<file path="config.mk">
export PLATFORM = sky130hd
export DESIGN_NAME = fifo_write_status
export DESIGN_NICKNAME = d
export VERILOG_FILES = /design/src/rtl/fifo_write_status.sv
export SDC_FILE = /design/constraint.sdc
export NUM_CORES = 1
export LEC_CHECK = 0
export CAP_MARGIN = 20
export CORE_ASPECT_RATIO = 1.2
export CORE_MARGIN = 2
export CORE_UTILIZATION = 42
export CTS_CLUSTER_DIAMETER = 50
export DETAILED_ROUTE_END_ITERATION = 10
export PLACE_DENSITY = 0.7
export SLEW_MARGIN = 20
export SYNTH_ARGS = -nofsm -noshare
export SYNTH_HDL_FRONTEND = slang
export SYNTH_SLANG_ARGS = --single-unit
</file>
<file path="constraint.sdc">
create_clock -name clk -period 2.3 [get_ports clk]
set_input_delay 0.46 -clock clk [delete_from_list [all_inputs] [get_ports clk]]
set_output_delay 0.46 -clock clk [all_outputs]
set_load 0.02 [all_outputs]
</file>
<file path="src/rtl/fifo_write_status.sv">
`default_nettype none
// ============================================================================
// Module   : fifo_write_status
// Purpose  : FIFO write pointer, occupancy counter and registered status flags.
//            Optional sticky overflow/underflow: FIFO_STATUS_STICKY_ERR_EN.
// Revision : 1.0 - initial release
// ============================================================================
module fifo_write_status #(
    parameter int PTR_LENGTH      = 5,
    parameter int LENGTH          = 4,
    parameter int ALMOST_FULL_TH  = 3,
    parameter int ALMOST_EMPTY_TH = 1
) (
    input  logic                  clk,
    input  logic                  reset_n,
    input  logic                  write,
    input  logic                  fifo_read,
    input  logic                  err_clr,
    output logic [PTR_LENGTH-1:0] wptr,
    output logic                  fifo_write,
    output logic                  fifo_full,
    output logic                  fifo_empty,
    output logic                  almost_full,
    output logic                  almost_empty,
    output logic [PTR_LENGTH:0]   count,
    output logic                  overflow,
    output logic                  underflow
);

    localparam logic [PTR_LENGTH-1:0] c_LAST_PTR = PTR_LENGTH'(LENGTH - 1);
    localparam logic [PTR_LENGTH:0]   c_LENGTH   = (PTR_LENGTH + 1)'(LENGTH);
    localparam logic [PTR_LENGTH:0]   c_AF_TH    = (PTR_LENGTH + 1)'(ALMOST_FULL_TH);
    localparam logic [PTR_LENGTH:0]   c_AE_TH    = (PTR_LENGTH + 1)'(ALMOST_EMPTY_TH);

    logic [PTR_LENGTH-1:0] wptr_q, wptr_d;
    logic [PTR_LENGTH:0]   count_q, count_d;
    logic                  full_q, full_d;
    logic                  empty_q, empty_d;
    logic                  afull_q, afull_d;
    logic                  aempty_q, aempty_d;
    logic                  w_accept;

    // Conservative full policy: a same-cycle read never frees room for a write.
    assign w_accept = write & ~full_q;

    always_comb begin
        wptr_d  = wptr_q;
        count_d = count_q;
        if (w_accept) begin
            wptr_d = (wptr_q == c_LAST_PTR) ? '0 : wptr_q + 1'b1;
        end
        if (w_accept && !fifo_read && (count_q != c_LENGTH)) begin
            count_d = count_q + 1'b1;
        end else if (!w_accept && fifo_read && (count_q != '0)) begin
            count_d = count_q - 1'b1;
        end
        full_d   = (count_d == c_LENGTH);
        empty_d  = (count_d == '0);
        afull_d  = (count_d >= c_AF_TH);
        aempty_d = (count_d <= c_AE_TH);
    end

    always_ff @(posedge clk) begin
        if (!reset_n) begin
            wptr_q   <= '0;
            count_q  <= '0;
            full_q   <= 1'b0;
            empty_q  <= 1'b1;
            afull_q  <= 1'b0;
            aempty_q <= 1'b1;
        end else begin
            wptr_q   <= wptr_d;
            count_q  <= count_d;
            full_q   <= full_d;
            empty_q  <= empty_d;
            afull_q  <= afull_d;
            aempty_q <= aempty_d;
        end
    end

`ifdef FIFO_STATUS_STICKY_ERR_EN
    logic ovf_q, ovf_d;
    logic udf_q, udf_d;

    // Set wins over a same-cycle clear so a recurring violation is never lost.
    always_comb begin
        ovf_d = ovf_q;
        udf_d = udf_q;
        if (err_clr) begin
            ovf_d = 1'b0;
            udf_d = 1'b0;
        end
        if (write && full_q) begin
            ovf_d = 1'b1;
        end
        if (fifo_read && empty_q) begin
            udf_d = 1'b1;
        end
    end

    always_ff @(posedge clk) begin
        if (!reset_n) begin
            ovf_q <= 1'b0;
            udf_q <= 1'b0;
        end else begin
            ovf_q <= ovf_d;
            udf_q <= udf_d;
        end
    end

    assign overflow  = ovf_q;
    assign underflow = udf_q;
`else
    logic w_unused_err_clr;
    assign w_unused_err_clr = err_clr;
    assign overflow         = 1'b0;
    assign underflow        = 1'b0;
`endif

    assign wptr         = wptr_q;
    assign fifo_write   = w_accept;
    assign fifo_full    = full_q;
    assign fifo_empty   = empty_q;
    assign almost_full  = afull_q;
    assign almost_empty = aempty_q;
    assign count        = count_q;

endmodule
`default_nettype wire

</file>
# == Word-level counts from Yosys, hierarchy flattened ==
# Cells that the tools add are included.
# totals
register_bits,15
in_bits,5
out_inout_bits,18
wordCells,27
# op_classes
n_addsub,3
magnitude_cmp,2
n_eq_ne,3
muxes,3
n_bitwise,2
n_reduce_logical,8
# op_table
cell,n
two-way mux 6 bit,2
"adder 6 x 1 -> 6 bit, second input constant",1
"== test 6 x 3 -> 1 bit, second input constant",1
">= comparator 6 x 2 -> 1 bit, second input constant",1
"<= comparator 6 x 1 -> 1 bit, second input constant",1
zero test 6 bit,1
"!= test 6 x 3 -> 1 bit, second input constant",1
nonzero test 6 bit,1
"subtractor 6 x 1 -> 6 bit, second input constant",1
"adder 5 x 1 -> 5 bit, second input constant",1
"== test 5 x 2 -> 1 bit, second input constant",1
two-way mux 5 bit,1
logical AND 1 bit,4
zero test 1 bit,2
bitwise AND 1 bit,1
NOT 1 bit,1

# == Longest topological paths before layout ==
# logic_depth
word_depth,8
mapped_depth,9

# == Worst setup path after synthesis ==
# No wires, ideal clock.
# synth_path
path_type,register to register
startpoint,register count_q[1] (netlist: count[1])
endpoint,register empty_q (netlist: fifo_empty)
t_arrival_ns,2.181
t_required_ns,2.199
setup_slack_ns,0.018
path_stages_with_launch,8
path_buffers,0
period_less_slack_ns,2.282
cell_sequence,dfxtp_1 -> inv_1 -> ha_1 -> nor4b_1 -> a211oi_1 -> a31o_1 -> or4_4 -> o41ai_1
# synth_between
elab_chain_len,5
elab_cells_between_ends,9
classes_between,2 x add/sub; 1 x eq/ne; 2 x mux; 4 x reduce/logical
# synth_lines
item,line_no,source
from (decl),36,"logic [PTR_LENGTH:0] count_q, count_d;"
from (signal assigned),73,count_q <= count_d;
"parallel branches: the longest is 3 deep, another holds subtractor 6 x 1 -> 6 bit",-,
two-way mux 6 bit *,52,if (w_accept && !fifo_read && (count_q != c_LENGTH)) begin
zero test 6 bit *,58,empty_d = (count_d == '0);
to (signal assigned),75,empty_q <= empty_d;
to (decl),38,"logic empty_q, empty_d;"
# Mark *: on every way between the ends.
# A chain may end at the register's enable or synchronous reset.

# == Final worst setup path ==
# layout_path
startpoint,register full_q (netlist: fifo_full)
endpoint,register full_q (netlist: fifo_full)
# layout_between
elab_chain_len,8
elab_cells_between_ends,10
classes_between,1 x eq/ne; 2 x mux; 2 x bitwise; 5 x reduce/logical
# layout_lines
item,line_no,source
from (decl),37,"logic full_q, full_d;"
from (signal assigned),74,full_q <= full_d;
NOT 1 bit *,44,assign w_accept = write & ~full_q;
bitwise AND 1 bit *,44,
zero test 1 bit,54,end else if (!w_accept && fifo_read && (count_q != '0)) begin
logical AND 1 bit (2 in a row),54,
two-way mux 6 bit,54,
two-way mux 6 bit *,52,
== test 6 x 3 -> 1 bit *,57,full_d = (count_d == c_LENGTH);
# Mark *: on every way between the ends. The rest lies on a longest branch, timed or not.

==> results_dict.tcl <==
set metrics [dict create \
    cp.arrival_ns 2.53 \
    instances_no_fill 154 \
    clockBufferDepth 2 \
    dieArea_sq_um 2490 \
    vias 869 \
    hp-class "register to register" \
    path_clk_slew_ns 0.09 \
    hold_viol 0 \
    clock_latency_ns 0.29 \
    grt_pass1_wl_mm 3.47 \
    finalNetCount 144 \
    wire_per_inst_microns 13.7 \
    ys_seq_area_frac 0.339 \
    syn_to_final_growth_pct 44.4 \
    crit_path_max_fanout 4 \
    netlist_area_sq_um 885 \
    ys_warn_count 0 \
    p_leak_nw 0.541 \
    power-per-cell-area_nw_per_um2 837 \
    wl_mm 2.11 \
    die_h_microns 54.3 \
    holdWs_ns 0.502 \
    cts_tree "built" \
    cts_htree_levels 1 \
    multiInputGateArea_sq_um 582 \
    coreArea_sq_um 2030 \
    gp_congestion 0.789 \
    setup_viol 1 \
    worst-setup-path-type "register to register" \
    cts-root-buf "clkbuf_4" \
    drive_above_1_share 0.254 \
    start_kind "register" \
    firstDrtPassIters 4 \
    die_w_microns 45.9 \
    area.sequential_sq_um 302 \
    overflow 0 \
    diodes 0 \
    slew_viol_final 0 \
    antenna_left 0 \
    fmax_ghz 0.429 \
    grt_usage 0.194 \
    cts_sinks 15 \
    maxCapViolations 0 \
    fillers 174 \
    endpoint_kind "register" \
    cts_hold_buf 0 \
    status "complete, but fails checks" \
    via_per_inst 5.64 \
    setup_ws_ns -0.0303 \
    antenna_found_initial 0 \
    violations "negative setup slack" \
    min_period_ns 2.33 \
    drt_iter0_markers 11 \
    vdd_drop_max_mv 0.555 \
    grt_max_degree 12 \
    period_share 1.01 \
    syn_inst 100 \
    synth_area_per_cell_sq_um 8.85 \
    synth-seq-cells 15 \
    pin_count 23 \
    start_util 0.436 \
    worst_ep_required_time_ns 2.50 \
    grt_pass1_vias 800 \
    yosysUniqueCellTypes 43 \
    rsz0062_at_grt "yes" \
    hpwl_mm 1.52 \
    dp_cells 146 \
    cts_buffers 3 \
    clock_skew_ns 0.00277 \
    row_count 18 \
    numPortBuffers 19 \
    drc 0 \
]
==> area by class of cell <==
class                   count  share of cell area
inverters                   4              0.0137
repair buffers             36               0.252
clock buffers               3              0.0176
multi-input cells          75               0.455
well taps                  20              0.0196
clock inverters             1             0.00588
flip-flops and latches     15               0.236
==> placed cells by master, fill, tap and decap left out, types with 2 or more instances in the layout <==
cell,n
o21ai_0,2
buf_4,17
nor3b_1,2
dlymetal6s2s_1,2
clkdlybuf4s50_1,16
nand2_1,6
or4_4,2
nand4_1,4
conb_1,2
o21a_1,2
xnor2_1,2
a21oi_1,2
dfxtp_1,14
nand3_1,3
clkbuf_4,3
nand2b_1,2
nor2_1,4
xor2_1,2
nor3_1,2
ha_1,4
inv_1,3
a21o_1,4
and2_1,6
==> layer usage <==
layer,track usage,vias to the layer above,part of all wire
li1,-,428,-
met1,0.217,407,0.40
met2,0.336,31,0.54
met3,0.0462,3,0.051
met4,0.0952,0,0.015
met5,0,-,0
==> registers in the layout, indices dropped and copies added, names as in the netlist <==
signal / flops
count: 6
wptr: 5
almost_empty: 1
almost_full: 1
fifo_empty: 1
fifo_full: 1
==> kinds of logic (layout without fill, tap and decap cells) <==
logic type | count (synthesis) | count (layout) | synth area share
adders and majority gates | 4 | 4 | 0.0566
xor gates and xnor gates | 5 | 5 | 0.0495
DFF | 15 | 15 | 0.339
buffers and inverters | 11 | 44 | 0.0665
and+or+nand+nor | 39 | 39 | 0.276
muxes | 1 | 1 | 0.0113
other | 1 | 2 | 0.00424
AOI/OAI and AO/OA | 24 | 24 | 0.197
==> power by group <==
part	internal [mW]	total, mW	leakage, nW	switching (mW)
clock network	0.0662	0.159	0.0139	0.0924
registers	0.306	0.336	0.123	0.0305
logic	0.285	0.574	0.404	0.289
total	0.657	1.07	0.541	0.412
==> per-stage QoR <==
stage / power [mW] / TNS [ns] / setup slack (ns) / util / cell area [sq um]
6_report: 1.07 / -0.0303 / -0.0303 / 0.630 / 1280
5_1_grt: 1.15 / -0.190 / -0.119 / 0.630 / 1280
4_1_cts: 1.02 / -0.0137 / -0.00920 / 0.590 / 1200
3_5_place_dp: 0.862 / -1.34 / -0.333 / 0.571 / 1160
3_3_place_gp: 0.855 / -1.22 / -0.332 / 0.571 / 1160
2_1_floorplan: 0.649 / 0 / 0.0179 / - / 888
==> synthesized netlist by cell type <==
cell      count  area share
nor2b_1       1      0.0071
clkbuf_1      2      0.0085
or4b_4        1       0.016
o21a_1        2       0.017
nand4_1       4       0.028
or4b_1        1       0.011
nand2b_1      2       0.014
nor4_1        1      0.0071
ha_1          4       0.057
nand3_1       3       0.017
or4_4         2       0.025
o21ai_0       2       0.011
a211o_1       1      0.0099
xor2_1        2       0.020
o311ai_1      1      0.0099
dfxtp_1      15        0.34
o41ai_1       2       0.020
buf_6         1       0.013
o31ai_1       2       0.017
a311o_1       1       0.011
nand2_1       6       0.025
o21ai_1       1      0.0057
inv_1         3       0.013
inv_2         1      0.0042
and3_1        1      0.0071
buf_4         2       0.017
nor4b_1       2       0.020
nor3b_1       2       0.017
conb_1        1      0.0042
a31oi_1       1      0.0071
and2_1        6       0.042
buf_2         2       0.011
nor3_1        2       0.011
a21oi_1       3       0.017
a21o_1        4       0.034
mux2i_1       1       0.011
nor2_1        4       0.017
a221oi_1      1      0.0099
a211oi_1      1      0.0085
nand2b_2      1      0.0099
xnor2_1       3       0.030
o211ai_1      1      0.0085
a31o_1        1      0.0099
==> path summary, 6_finish.rpt <==
kind | endpoint | startpoint | slack [ns] | depth (start not counted)
min | wptr[1] | wptr[1] | 0.50 | 2
max reg2reg | fifo_full | fifo_full | -0.03 | 7
max | fifo_full | fifo_full | -0.03 | 7
min reg2reg | wptr[1] | wptr[1] | 0.50 | 2
==> what timing repair did <==
item	CTS	global route
resized for setup	3	11
pin swaps	1	6
gates cloned	0	0
setup endpoints to repair	4	5
buffers inserted	0	4
==> critical path: stages, from the launching register on <==
cell and delay (ns):
dfxtp_2 0.35, nand2b_4 0.14, inv_4 0.04, or4_4 0.53
o31ai_4 0.27, o21ai_2 0.10, or4_4 0.56, nor4b_2 0.28
(Power assumes the default switching activity.)
==> edit 1, RTL diff (config.mk and constraints unchanged) <==
The parameter `PTR_LENGTH` goes from 5 to 6.
--- a/src/rtl/fifo_write_status.sv
+++ b/src/rtl/fifo_write_status.sv
@@ -8,3 +8,3 @@
 module fifo_write_status #(
-    parameter int PTR_LENGTH      = 5,
+    parameter int PTR_LENGTH      = 6,
     parameter int LENGTH          = 4,
Ports: changed (resized count and wptr); port bits go from 23 to 25. No check against the original RTL was run, so the function may have changed too.
==> edit 1 against the original RTL <==
  * Sequential cell count grew 2
  * Global-route usage shrank 2.1 points
  * Total power grew 26%
  * First-iteration DRC count grew 100%
  * Clock skew grew 0.0051 ns
  * Cell area grew 8.2%
  * Sequential share of layout area grew 1.0 points
  * Routed wire length grew 4.3%
  * Count of clock-buffer cells in the layout grew 1
  * Area after synthesis grew 15%
  * Worst setup slack gained 0.19 ns
==> edit 1: results (changes against the original RTL) <==
[metrics] count of input and output buffers: 21 (+2)
[metrics] placement-stage worst setup slack: -0.122 ns (+0.212 ns)
[metrics] placed wire-length estimate: 1770 um (+16%)
[metrics] Wirelength per Cell: 12.2 um (-11%)
[metrics] Synth Warn #: 0 (unchanged)
[metrics] vias after detailed routing: 952 (+9.6%)
[metrics] ratio of cells with drive above 1 in the final layout: 0.213 (-0.0404)
[metrics] final worst hold slack: 0.504 ns (+0.00209 ns)
[metrics] result of the run: finished clean
[metrics] final worst clock skew: 0.00782 ns (+0.00505 ns)
[metrics] reg2reg setup slack: 0.16 ns (+0.19 ns)
[metrics] Tcrit/Tclk final: 0.931 (-0.0817)
[metrics] M1 GR Usage: 0.186 (-0.0307)
[metrics] arrival time of the worst setup path: 2.34 ns (-0.19 ns)
[metrics] antenna violations before repair: 0 (unchanged)
[metrics] GPL Wtd Cong: 0.854 (+8.2%)
[metrics] most area-consuming cells after synthesis: dfxtp_1 33%, nor2_1 4.8%, nand2_1 4.0%
[metrics] max reg flops: 7 (+1)
[metrics] cell total after placement: 177 (+21%)
[metrics] DR WL met2: 1100 um (-2.6%)
[metrics] net total in the final layout: 159 (+10%)
[metrics] terminus of the critical flop-to-flop path: almost_full$_SDFF_PN0_
[metrics] Max Fanout on Critical Path: 5 (+1)
[metrics] sequential fraction of the synthesis area: 0.334 (-0.00572)
[metrics] worst setup path category: register to register
[metrics] final routed wirelength across all metal layers: 2210 um (+4.3%)
[metrics] aggregate global-route resource usage: 0.173 (-0.0205)
[metrics] leakage component of the power: 0.556 nW (+2.7%)
[metrics] DR iter-0 viols: 22 (+11)
[metrics] largest net degree at the start of global routing: 11 (-1)
[metrics] met3 wire len: 93 um (-14%)
[metrics] worst reg-to-reg path cell count: 8 (+1)
[metrics] latest clock arrival within the worst-skew pair: 0.30 ns
[metrics] IR Drop Worst-Case VDD: 0.507 mV (-8.7%)
[metrics] via count of the first global-routing pass: 900 (+13%)
[metrics] post-synthesis cell count: 114 (+14%)
[metrics] Synth top cells by count: 17 x dfxtp_1, 13 x nor2_1, 11 x nand2_1
[edit 1: area by class of cell]
type	count	area, um2
sequential	17	340
clock buffer	4	26.3
fill	220	923
inverter	7	26.3
timing repair buffer	37	342
tap	31	38.8
multi-input combinational	85	609
[edit 1: logic make-up after synthesis]
logic type | after synthesis | synth area share
other cells | 1 | 0.00368
mux | 1 | 0.00982
flops | 17 | 0.334
simple gates | 49 | 0.293
buf+inv | 13 | 0.0724
xor+xnor | 7 | 0.0675
compound gates | 23 | 0.183
fa+ha+maj | 3 | 0.0368
[edit 1: power by group]
group	switching, W	internal [W]	leakage (nW)
Sequential	0.0000481	0.000353	0.139
Clock	0.0000970	0.0000677	0.0150
Combinational	0.000399	0.000384	0.402
Total	0.000544	0.000805	0.556
[edit 1: critical path: stages (launching register included)]
cell and delay, ns:
dfxtp_1 0.34, inv_1 0.07, ha_1 0.26, nor4b_4 0.17, or4_1 0.42, o22ai_2 0.15, xnor2_2 0.16, o311ai_4 0.16
o31a_1 0.30
==> edit 2, RTL diff (config.mk and constraints unchanged) <==
Without the edit above. Register the output `count` once more, with the module's reset; this adds one clock of latency there. The other outputs are not delayed to match.
--- a/src/rtl/fifo_write_status.sv
+++ b/src/rtl/fifo_write_status.sv
@@ -125,3 +125,9 @@
     assign almost_empty = aempty_q;
-    assign count        = count_q;
+    always_ff @(posedge clk) begin
+        if (!reset_n) begin
+            count <= '0;
+        end else begin
+            count <= count_q;
+        end
+    end
 
Behaviour: not the same (a bounded check fails within 4 cycles, from zero or initial values and one cycle with reset_n low).
==> edit 2 against the original RTL <==
  * Worst setup slack better by 0.26 ns
  * Clock skew shrank 0.00083 ns
  * Sequential cell count increased by 6
  * Total power grew 8.2%
  * Routed wire length grew 27%
  * Via count up 25%
  * Area after synthesis grew 31%
  * Cell area up 18%
  * Critical path type unchanged
==> edit 2: results (changes against the original RTL) <==
[metrics] clock buffer count from CTS: 3 (unchanged)
[metrics] count of unresolved DRC violations after routing: 0 (unchanged)
[metrics] gate family responsible for the most delay along the worst path: simple AND/OR/NAND/NOR gates
[metrics] net total in the final layout: 168 (+17%)
[metrics] via count of the first global-routing pass: 960 (+20%)
[metrics] Mean Syn Cell Area: 9.33 um2 (+5.5%)
[metrics] CTS Root Buffer Type: clkbuf_4
[metrics] final worst clock skew: 0.00194 ns (-0.000825 ns)
[metrics] sequential fraction of the synthesis area: 0.363 (+0.0238)
[metrics] ratio of cells with drive above 1 in the final layout: 0.222 (-0.0322)
[metrics] latest clock arrival within the worst-skew pair: 0.31 ns (+0.02 ns)
[metrics] Hold Crit Depth: 2 (unchanged)
[metrics] largest net degree at the start of global routing: 14 (+2)
[metrics] Clk pin slew, worst setup/hold paths: 0.12 ns (+0.03 ns)
[metrics] most area-consuming cells after synthesis: dfxtp_1 36%, ha_1 4.3%, nor2_1 4.2%
[metrics] antenna violations before repair: 0 (unchanged)
[metrics] DR iter-0 viols: 51 (+40)
[metrics] path type of the worst min-delay path: register to register
[metrics] leakage component of the power: 0.579 nW (+7.1%)
[metrics] result of the run: finished clean
[metrics] GPL Wtd Cong: 0.836 (+5.9%)
[metrics] first-pass detailed-route iteration total: 4 (unchanged)
[metrics] library cells used by synthesis: 55 (+28%)
[metrics] aggregate global-route resource usage: 0.184 (-0.00923)
[metrics] maximum root-to-sink buffer count: 2 (unchanged)
[metrics] Worst path max stage delay: 0.52 ns (-0.04 ns)
[metrics] global-route wire length before repair: 4330 um (+25%)
[metrics] Max Fanout on Critical Path: 4 (unchanged)
[metrics] count of input and output buffers: 19 (unchanged)
[metrics] count of non-filler cells in the finished layout: 191 (+24%)
[metrics] proportion of register bits with asynchronous set or reset after synthesis: 0 (unchanged)
[metrics] vias after detailed routing: 1,083 (+25%)
[metrics] final worst hold slack: 0.509 ns (+0.00699 ns)
[metrics] Wirelength per Cell: 14.1 um (+2.6%)
[metrics] Filler Cells Inserted: 229 (+32%)
[metrics] antenna cell count: 0 (unchanged)
[metrics] placed wire-length estimate: 2040 um (+34%)
[metrics] reg2reg setup slack: 0.23 ns (+0.26 ns)
[metrics] Synth Warn #: 0 (unchanged)
[metrics] Synth top cells by count: 21 x dfxtp_1, 13 x nor2_1, 6 x inv_1
[metrics] IR Drop Worst-Case VDD: 0.374 mV (-33%)
[metrics] worst reg-to-reg path cell count: 7 (unchanged)
[metrics] cell with the largest stage delay on the worst path: or4b_4
[metrics] arrival time of the worst setup path: 2.27 ns (-0.26 ns)
[metrics] H-tree levels: 1 (unchanged)
edit 2: cell types whose count changed after synthesis, moves of 3 or more:
cell,before,now
nor2_1,4,13
dfxtp_1,15,21
a21o_1,4,0
and2_1,6,3
inv_1,3,6
edit 2: metrics by stage:
stage	utilization	area (um2)	setup WS [ns]
floorplan	-	1160	0.307
global placement	0.572	1470	0.0181
detailed placement	0.572	1470	0.0104
CTS	0.583	1500	0.00572
global route	0.583	1500	0.105
finish	0.583	1500	0.226
edit 2: power by group:
part           total (W)  internal, W  switching (W)
clock network   0.000182    0.0000649       0.000117
registers       0.000451     0.000414      0.0000372
logic           0.000524     0.000243       0.000281
total            0.00116     0.000721       0.000435
edit 2: worst min-delay path, cell delays in order, from the launching register on:
cell and delay [ns]:
dfxtp_1 0.36, nand2_1 0.06, a21oi_1 0.06
edit 2: what timing repair did:
| item | in CTS | in global routing |
|---|---|---|
| hold buffers | 0 | 0 |
| hold endpoints to repair | 0 | 0 |
| buffers inserted | 0 | 0 |
| resized for setup | 0 | 1 |
| endpoints found under the setup margin | 0 | 1 |
edit 2: worst paths after layout:
check	from	to
max reg2reg	count_q[0]$_SDFF_PN0_	fifo_empty$_SDFF_PN1_
min	wptr[1]$_SDFFE_PN0P_	wptr[1]$_SDFFE_PN0P_
max	count_q[0]$_SDFF_PN0_	fifo_empty$_SDFF_PN1_
min reg2reg	wptr[1]$_SDFFE_PN0P_	wptr[1]$_SDFFE_PN0P_
edit 2: cells by family (layout without fill, tap and decap cells):
family	count (synthesis)	count (layout)	synth area share
DFF	21	21	0.363
other	1	2	0.00324
and+or+nand+nor	51	51	0.281
xor gates and xnor gates	4	4	0.0303
adders and majority gates	4	4	0.0432
AOI/OAI and AO/OA	28	28	0.213
buffers and inverters	15	48	0.0659
edit 2: area by class of cell:
type | count | area [um2] | area share
Clock buffer | 3 | 22.5 | 0.0150
Clock inverter | 1 | 5.00 | 0.00333
Inverter | 8 | 30.0 | 0.0200
Multi-Input combinational cell | 89 | 664 | 0.442
Sequential cell | 21 | 420 | 0.280
Tap cell | 33 | 41.3 | 0.0275
Timing Repair Buffer | 36 | 320 | 0.213
edit 2: layer usage:
metal	global-route usage	share of wire	up-vias
li1	-	-	524
met3	0.0267	0.064	8
met5	0	0	-
met2	0.338	0.54	44
met1	0.204	0.37	507
met4	0.102	0.023	0
